### src/rtl/ddr_tx_serializer_if.sv
// ddr_tx_serializer_if
//   Word handshake and DDR output bundle for ddr_tx_serializer.
//   id/iv/ir : parallel word, valid, ready (accept on iv & ir)
//   o        : DDR pair to ODDR, o[0] rising-edge bit, o[1] falling-edge bit
//   fs       : frame strobe, high on beat 0 of each word
//   active   : high while a word beat is on o
//   master : word source / output observer
//   slave  : the serializer itself
interface ddr_tx_serializer_if #(
  parameter int WIDTH = 8
) ();
  logic [WIDTH-1:0] id;
  logic             iv;
  logic             ir;
  logic [1:0]       o;
  logic             fs;
  logic             active;

  modport master (
    output id, iv,
    input  ir, o, fs, active
  );

  modport slave (
    input  id, iv,
    output ir, o, fs, active
  );
endinterface

### src/rtl/ddr_tx_serializer.sv
// ddr_tx_serializer
//   Source-synchronous DDR transmit serializer. Accepts WIDTH-bit words over a
//   valid/ready handshake and emits them two bits per clock, MSB first, on a
//   registered 2-bit bus feeding an ODDR (SAME_EDGE) primitive.
//   Ports:
//     c      : clock, all logic on rising edge
//     r      : synchronous active-high reset
//     bus    : ddr_tx_serializer_if.slave (id, iv, ir, o, fs, active)
//     train  : (only with DDR_TX_TRAIN_EN) request forwarded-clock pattern
//   Optional feature macro: DDR_TX_TRAIN_EN adds the train input and a TRAIN
//   state driving o = 2'b10 for receiver IDELAY alignment.
//   WIDTH must be even and >= 4; the interface WIDTH must match.
module ddr_tx_serializer #(
  parameter int         WIDTH = 8,
  parameter logic [1:0] IDLE  = 2'b00
) (
  input  logic                  c,
  input  logic                  r,
`ifdef DDR_TX_TRAIN_EN
  input  logic                  train,
`endif
  ddr_tx_serializer_if.slave    bus
);

  localparam int BEATS = WIDTH / 2;
  localparam int CW    = (BEATS > 1) ? $clog2(BEATS) : 1;

  localparam logic [1:0] S_IDLE  = 2'd0;
  localparam logic [1:0] S_SHIFT = 2'd1;
`ifdef DDR_TX_TRAIN_EN
  localparam logic [1:0] S_TRAIN = 2'd2;
`endif

  logic [1:0]       state_q,  state_d;
  logic [WIDTH-1:0] sr_q,     sr_d;
  logic [CW-1:0]    cnt_q,    cnt_d;
  logic [1:0]       o_q,      o_d;
  logic             fs_q,     fs_d;
  logic             active_q, active_d;

  logic last_beat;
  logic ready;
  logic accept;
  logic train_req;

`ifdef DDR_TX_TRAIN_EN
  assign train_req = train;
`else
  assign train_req = 1'b0;
`endif

  assign last_beat = (state_q == S_SHIFT) && (cnt_q == CW'(BEATS - 1));
  // A pending train request takes the slot a new word would otherwise use,
  // so ready is withheld while train is high.
  assign ready     = ~r & ~train_req & ((state_q == S_IDLE) | last_beat);
  assign accept    = bus.iv & ready;

  always_comb begin
    state_d  = state_q;
    sr_d     = sr_q;
    cnt_d    = cnt_q;
    o_d      = IDLE;
    fs_d     = 1'b0;
    active_d = 1'b0;

    case (state_q)
      S_IDLE: begin
        if (accept) begin
          sr_d    = bus.id;
          cnt_d   = '0;
          state_d = S_SHIFT;
        end else if (train_req) begin
`ifdef DDR_TX_TRAIN_EN
          state_d = S_TRAIN;
`endif
        end
      end

      S_SHIFT: begin
        // Top two bits of the shift register form the current beat;
        // o[0] carries the higher (earlier, rising-edge) bit.
        o_d      = {sr_q[WIDTH-2], sr_q[WIDTH-1]};
        fs_d     = (cnt_q == '0);
        active_d = 1'b1;
        sr_d     = {sr_q[WIDTH-3:0], 2'b00};
        cnt_d    = cnt_q + CW'(1);
        if (last_beat) begin
          if (accept) begin
            sr_d    = bus.id;
            cnt_d   = '0;
            state_d = S_SHIFT;
          end else if (train_req) begin
`ifdef DDR_TX_TRAIN_EN
            state_d = S_TRAIN;
`endif
          end else begin
            state_d = S_IDLE;
          end
        end
      end

`ifdef DDR_TX_TRAIN_EN
      S_TRAIN: begin
        o_d = 2'b10;
        if (!train_req) state_d = S_IDLE;
      end
`endif

      default: state_d = S_IDLE;
    endcase
  end

  always_ff @(posedge c) begin
    if (r) begin
      state_q  <= S_IDLE;
      sr_q     <= '0;
      cnt_q    <= '0;
      o_q      <= IDLE;
      fs_q     <= 1'b0;
      active_q <= 1'b0;
    end else begin
      state_q  <= state_d;
      sr_q     <= sr_d;
      cnt_q    <= cnt_d;
      o_q      <= o_d;
      fs_q     <= fs_d;
      active_q <= active_d;
    end
  end

  assign bus.ir     = ready;
  assign bus.o      = o_q;
  assign bus.fs     = fs_q;
  assign bus.active = active_q;

endmodule

### src/flat_wrapper.sv
// flat-port wrapper written by rule: the top's interface ports become plain ports
module ddr_tx_serializer_flat 
#(
  parameter int         WIDTH = 8,
  parameter logic [1:0] IDLE  = 2'b00
)
  (c, r, bus_id, bus_iv, bus_ir, bus_o, bus_fs, bus_active);
  ddr_tx_serializer_if #(.WIDTH(WIDTH)) bus_i ();
  input  logic c;
  input  logic r;
  input wire logic [$bits(bus_i.id)-1:0] bus_id;
  input wire logic [$bits(bus_i.iv)-1:0] bus_iv;
  output wire logic [$bits(bus_i.ir)-1:0] bus_ir;
  output wire logic [$bits(bus_i.o)-1:0] bus_o;
  output wire logic [$bits(bus_i.fs)-1:0] bus_fs;
  output wire logic [$bits(bus_i.active)-1:0] bus_active;
  assign bus_i.id = bus_id;
  assign bus_i.iv = bus_iv;
  assign bus_ir = bus_i.ir;
  assign bus_o = bus_i.o;
  assign bus_fs = bus_i.fs;
  assign bus_active = bus_i.active;
  ddr_tx_serializer #(.WIDTH(WIDTH), .IDLE(IDLE)) u_core (.c(c), .r(r), .bus(bus_i));
endmodule
### config.mk
export PLATFORM = sky130hd
export DESIGN_NAME = ddr_tx_serializer_flat
export DESIGN_NICKNAME = d
export VERILOG_FILES = /design/src/rtl/ddr_tx_serializer_if.sv /design/src/rtl/ddr_tx_serializer.sv /design/src/flat_wrapper.sv
export SDC_FILE = /design/constraint.sdc
export NUM_CORES = 1
export LEC_CHECK = 0
export ABC_AREA = 1
export CAP_MARGIN = 10
export CORE_MARGIN = 1.5
export CORE_UTILIZATION = 25
export DETAILED_ROUTE_END_ITERATION = 8
export PLACE_DENSITY = 0.57
export SLEW_MARGIN = 20
export SYNTH_ARGS = -nofsm -noshare
export SYNTH_HDL_FRONTEND = slang
export SYNTH_SLANG_ARGS = --single-unit
### constraint.sdc
create_clock -name c -period 2 [get_ports c]
set_input_delay 0.3 -clock c [delete_from_list [all_inputs] [get_ports c]]
set_output_delay 0.3 -clock c [all_outputs]
set_load 0.02 [all_outputs]
==> results of run 1 <==
[stage by stage]
| stage | cells | utilization, % | setup WS (ps) |
|---|---|---|---|
| after floorplan | 89 | - | 706 |
| after global placement | 134 | 33.9 | 219 |
| after detailed placement | 134 | 33.9 | 218 |
| after CTS | 138 | 35.0 | 38.5 |
| after global routing | 138 | 35.1 | 315 |
| final | 138 | 35.1 | 442 |
[layer usage]
layer	up-vias	wire length (um)	global-route usage, %
met5	-	0	0
met4	0	7	3.75
met3	2	57	2.46
met2	10	657	19.5
met1	258	639	11.8
li1	316	-	-
[power groups by stage]
| stage | Clock [mW] | Sequential, mW | Combinational (mW) |
|---|---|---|---|
| final | 0.175 | 0.329 | 0.112 |
| after global routing | 0.195 | 0.332 | 0.126 |
| after CTS | 0.177 | 0.329 | 0.114 |
| after detailed placement | 0 | 0.336 | 0.112 |
| after global placement | 0 | 0.336 | 0.111 |
| after floorplan | 0 | 0.337 | 0.0654 |
[registers in the layout, indices dropped and copies added, names as in the netlist]
| register | count |
|---|---|
| u_core.sr_q | 8 |
| u_core.cnt_q | 2 |
| u_core.bus.fs | 1 |
| u_core.bus.active | 1 |
| u_core.bus.o | 2 |
| u_core.state_q | 1 |
[cell families after synthesis]
logic type / count (synthesis) / share of synthesized area [%]
AOI/OAI and AO/OA: 11 / 9.47
DFF: 15 / 45.5
adders and majority gates: 2 / 3.79
buffers and inverters: 19 / 11.9
and+or+nand+nor: 42 / 29.4
[worst max-delay path by stage]
stage / startpoint / end / slack [ps]
2_1_floorplan: u_core.cnt_q[0]$_SDFFE_PP0P_ / bus_ir / 710
3_5_place_dp: r / bus_ir / 220
5_1_grt: u_core.cnt_q[0]$_SDFFE_PP0P_ / bus_ir / 310
6_report: u_core.cnt_q[0]$_SDFFE_PP0P_ / bus_ir / 440
3_3_place_gp: r / bus_ir / 220
4_1_cts: u_core.cnt_q[0]$_SDFFE_PP0P_ / bus_ir / 40
[layout make-up]
class	instances	share of cell area [%]
multi-input cells	55	32.1
clock buffers	3	2.56
flip-flops and latches	15	34.2
well taps	30	4.27
repair buffers	17	19.1
inverters	17	7.26
clock inverters	1	0.570
[Yosys cell counts]
master,count
clkinv_1,1
dfxtp_1,15
nand2_2,1
nor2_1,18
o21ai_0,2
a21oi_1,3
ha_1,2
nand3_1,4
nand3b_1,4
buf_6,1
a31oi_1,6
nand2_1,14
inv_1,16
clkbuf_1,1
nand3_4,1
[worst max-delay path, delay by kind of cell (launching register included)]
family,cells,cell delay (ps)
fa+ha+maj,1,160
buf+inv,3,310
flops,1,390
simple gates,2,120
==> impl_metrics.py, run 1 <==
metrics = {
    "synthesis": {
        "synth.area.top_cells": "dfxtp_1, nor2_1, inv_1, nand2_1, a31oi_1",
        "avgSynthCellArea_um2": 7.42,
        "ys_ff_latch": 15,
        "yosysSeqAreaShare_pct": 45.5,
        "postSynthCellCount": 89,
        "ys_types": 15,
        "synth.top_cell.area_share_pct": 45.5,
        "synth_area_um2": 661,
        "yosysTopAreaCell": "dfxtp_1",
        "yosys_warnings": 0,
        "syn_nets": 102,
    },
    "floorplanning": {
        "die_h_um": 54.4,
        "chipWidth_um": 54.4,
        "ios": 16,
        "die-area_mm2": 0.00296,
        "start_util_pct": 26.4,
        "core_mm2": 0.00250,
        "rows": 18,
    },
    "routing": {
        "ant_nets": 0,
        "wire_per_inst_um": 9.88,
        "firstDrtPassIters": 2,
        "drtIter0Drc": 8,
        "vias": 586,
        "drc_errors": 0,
        "vias_per_cell": 4.25,
        "routed_wl_um": 1360,
    },
    "clock_network": {
        "cts_max_level": 1,
        "postCtsSetupBuffers": 0,
        "clk_pin_slew_ps": 100,
        "cts_buffers": 3,
        "post_cts_resized": 0,
        "cts_hold_buf": 0,
        "root_buffer": "clkbuf_4",
        "clkLatencyLatePin_ps": 280,
        "cts.sinks": 15,
        "cts_tree": "yes",
        "cts.path.max_buffers": 2,
    },
    "global_routing": {
        "grt_pass1_vias": 534,
        "grt_remaining_overflow": 0,
        "grt_max_degree": 14,
        "grtUsageTotal_pct": 10.6,
        "grt_pass1_wl_um": 2240,
        "antenna_found_initial": 0,
    },
    "power": {
        "power_switching_uw": 170,
        "intPower_uw": 446,
        "p_total_uw": 616,
        "p_leak_nw": 0.425,
        "seqPwrFrac_pct": 53.4,
        "p_per_area_mw_per_mm2": 702,
        "swShare_pct": 27.6,
        "ir_drop_v": 0.000262,
        "clockPowerShare_pct": 28.4,
        "combPwrFrac_pct": 18.2,
    },
    "layout": {
        "multiInputGateArea_um2": 282,
        "nets": 122,
        "regArea_um2": 300,
        "layout_commonest_cell": "nor2_1",
        "layout_common_cells": "nor2_1, inv_1, dfxtp_1",
        "drive_gt1_share_pct": 7.41,
        "syn_to_final_growth_pct": 33.0,
        "antenna_cells": 0,
        "fillCellCount": 273,
        "fin_area_um2": 878,
    },
    "sta": {
        "whs_ps": 438,
        "rsz0062_at_grt": "false",
        "layout_min_cycle_time_ps": 1560,
        "tightest_slew_ps": 351,
        "slew_viol_final": 0,
        "clock_skew_ps": 4.52,
        "finalSetupViolCount": 0,
        "final_hold_viol_count": 0,
        "slew-limit-headroom_pct": 76.5,
        "min_period_over_period_pct": 77.9,
        "timing.fmax_ghz": 0.642,
        "fin_setup_tns_ps": 0,
    },
    "setup_path": {
        "crit_fanout": 4,
        "r2r.worst_path.cells": 8,
        "cp.arrival_ps": 1260,
        "critical_path_class": "reg -> out",
        "cp_slowest_stage_delay_ps": 390,
        "reg2reg_to": "u_core.sr_q[2]$_SDFFE_PP0P_",
        "r2r_start": "u_core.cnt_q[0]$_SDFFE_PP0P_",
        "r2r_slack_ps": 560,
        "worstPathCellList": "ha_1 > inv_1 > nand2_2 > inv_1 > nor2_1 > dlymetal6s2s_1",
        "endpoint_kind": "output port",
        "cpMostUsedCell": "inv_1",
        "cp_slowest_cell": "dfxtp_1",
        "start_kind": "flop",
        "required_ps": 1700,
    },
    "hold_path": {
        "min_from": "u_core.sr_q[6]$_SDFFE_PP0P_",
        "whs_endpoint": "u_core.bus.o[1]$_SDFF_PP0_",
        "whs_path_depth": 2,
        "hp-class": "reg -> reg",
    },
    "place": {
        "place_congestion": 0.700,
        "place_area_um2": 848,
        "hpwl_um": 978,
        "port_buffers": 15,
    },
    "run": {
        "maxCapViolCount": 0,
    },
    "status": {
        "outcome": "complete, no violations",
    },
}
(Power assumes the default switching activity.)
==> run 2, diff against run 1 <==
--- a/config.mk
+++ b/config.mk
@@ -10,7 +10,7 @@
 export CORE_MARGIN = 1.5
 export CORE_UTILIZATION = 25
 export DETAILED_ROUTE_END_ITERATION = 8
-export PLACE_DENSITY = 0.57
+export PLACE_DENSITY = 0.59
 export SLEW_MARGIN = 20
 export SYNTH_ARGS = -nofsm -noshare
 export SYNTH_HDL_FRONTEND = slang
==> constraint.sdc (replaced) <==
create_clock -name c -period 1.4 [get_ports c]
set_input_delay 0.21 -clock c [delete_from_list [all_inputs] [get_ports c]]
set_output_delay 0.21 -clock c [all_outputs]
set_load 0.02 [all_outputs]
==> run 2 against run 1 <==
Against the previous run:
- first-iteration DRC count fell by 25%
- sequential power rose by 43%
- global-route usage rose by 1.1 points
- final cell count rose by 6.5%
- critical endpoint unchanged
- clock-buffer cell count rose by 1
- core utilization rose by 3.2 points
- combinational power rose by 64%
- register-to-register slack got worse by 420 ps
- via count rose by 7.8%
- routed wire length rose by 3.9%
- clock skew fell by 3.8 ps
==> impl_metrics.py, run 2 (synthesis gave the netlist of run 1 again) <==
metrics = {
    "setup_path": {
        "critical_path_class": "reg -> out",
        "cpMostUsedCell": "inv_2",
        "cp_slowest_stage_delay_ps": 360,
        "cp.arrival_ps": 1130,
        "cp_slowest_cell": "dfxtp_2",
        "required_ps": 1190,
        "start_kind": "flop",
        "crit_fanout": 2,
        "endpoint_kind": "output port",
        "worstPathCellList": "ha_4 > inv_2 > nand2_2 > inv_2 > nor2_2 > buf_4",
    },
    "clock_network": {
        "cts_buffers": 3,
        "clk_pin_slew_ps": 90,
        "root_buffer": "clkbuf_4",
        "cts.sinks": 15,
        "clkLatencyLatePin_ps": 280,
        "cts_hold_buf": 0,
        "cts_tree": "yes",
        "cts_max_level": 1,
        "cts.path.max_buffers": 2,
    },
    "layout": {
        "syn_to_final_growth_pct": 45.1,
        "layout_common_cells": "nor2_1, inv_1, nand2_1, dfxtp_1, buf_4",
        "layout.cells.non_filler": 147,
        "final_util_pct": 38.3,
        "nets": 131,
        "top_register": "u_core.sr_q",
        "largest_reg_flops": 8,
        "antenna_cells": 0,
        "drive_gt1_share_pct": 20.5,
        "layout_commonest_cell": "nor2_1",
    },
    "floorplanning": {
        "rows": 18,
        "chipWidth_um": 54.4,
        "die_h_um": 54.4,
        "core_mm2": 0.00250,
        "start_util_pct": 26.4,
        "die-area_mm2": 0.00296,
        "ios": 16,
    },
    "sta": {
        "layout_min_cycle_time_ps": 1340,
        "whs_ps": 447,
        "slew_viol_final": 0,
        "rsz0062_at_grt": "false",
        "finalSetupViolCount": 0,
        "slew-limit-headroom_pct": 84.2,
        "clock_skew_ps": 0.706,
        "tightest_slew_ps": 236,
        "timing.fmax_ghz": 0.746,
        "final_hold_viol_count": 0,
        "setup_slack_ps": 59.5,
        "min_period_over_period_pct": 95.7,
    },
    "place": {
        "hpwl_um": 1050,
        "port_buffers": 15,
        "dp_slack_ps": -213,
        "dp.cells": 141,
        "place_congestion": 0.782,
    },
    "global_routing": {
        "antenna_found_initial": 0,
        "grtUsageTotal_pct": 11.7,
        "grt_pass1_wl_um": 2390,
        "grt_pass1_vias": 581,
        "grt_max_degree": 11,
        "grt_remaining_overflow": 0,
    },
    "run": {
        "maxCapViolCount": 0,
    },
    "routing": {
        "vias": 632,
        "wire_per_inst_um": 9.63,
        "drtIter0Drc": 6,
        "wl_met3_um": 100,
        "drc_errors": 0,
        "wl_met1_um": 660,
        "top_layer": "met3",
        "firstDrtPassIters": 3,
        "ant_nets": 0,
        "wl_met2_um": 656,
        "routed_wl_um": 1420,
        "vias_per_cell": 4.30,
    },
    "power": {
        "p_per_area_mw_per_mm2": 941,
        "ir_drop_v": 0.000461,
        "p_leak_nw": 0.475,
        "p_total_uw": 901,
    },
    "hold_path": {
        "hp-class": "reg -> reg",
    },
    "status": {
        "outcome": "complete, no violations",
    },
}
run 2: changes by cell type in the layout (fill, tap and decap cells not counted), moves of 2 or more:
cell             change
inv_1                -2
buf_4                +9
clkdlybuf4s50_1      -4
dfxtp_1              -2
dlygate4sd2_1        +4
inv_2                +2
dfxtp_2              +2
run 2: what timing repair did:
| action | in CTS | in global routing |
|---|---|---|
| endpoints found under the setup margin | 5 | 8 |
| resized for setup | 8 | 10 |
| pin swaps | 0 | 2 |
| buffers inserted | 0 | 2 |
run 2: per-stage QoR:
stage	area [um^2]	setup TNS (ps)
after global placement	901	-1510
after CTS	917	0
after floorplan	661	0
after detailed placement	901	-1720
final	958	0
after global routing	958	0
run 2: power by group:
part,internal [mW],switching [mW]
Clock,0.111,0.138
Sequential,0.456,0.0128
Combinational,0.0921,0.0919
Total,0.659,0.242
run 2: cell type report:
class / instances / area [um^2]
clock buffer: 4 / 26.3
fill: 281 / 1540
inverter: 17 / 63.8
multi-input combinational: 55 / 299
sequential: 15 / 303
tap: 30 / 37.5
timing repair buffer: 26 / 229
run 2: worst paths after layout:
check             slack, ps  cells after the start                     endpoint                    startpoint
hold reg to reg         450                      2   u_core.bus.o[1]$_SDFF_PP0_   u_core.sr_q[6]$_SDFFE_PP0P_
hold / removal          450                      2   u_core.bus.o[1]$_SDFF_PP0_   u_core.sr_q[6]$_SDFFE_PP0P_
setup / recovery         60                      6                       bus_ir  u_core.cnt_q[1]$_SDFFE_PP0P_
setup reg to reg        140                      9  u_core.sr_q[3]$_SDFFE_PP0P_  u_core.cnt_q[1]$_SDFFE_PP0P_
run 2: metal layers:
| metal | track usage [%] | up-vias |
|---|---|---|
| met5 | 0 | - |
| met4 | 2.50 | 0 |
| met3 | 5.74 | 0 |
| met2 | 19.5 | 18 |
| met1 | 13.5 | 280 |
| li1 | - | 334 |
run 2: worst max-delay path, delay by kind of cell, from the launching register on:
kind / cells / cell delay, ps
fa+ha+maj: 1 / 130
buf+inv: 3 / 210
flops: 1 / 360
simple gates: 2 / 150
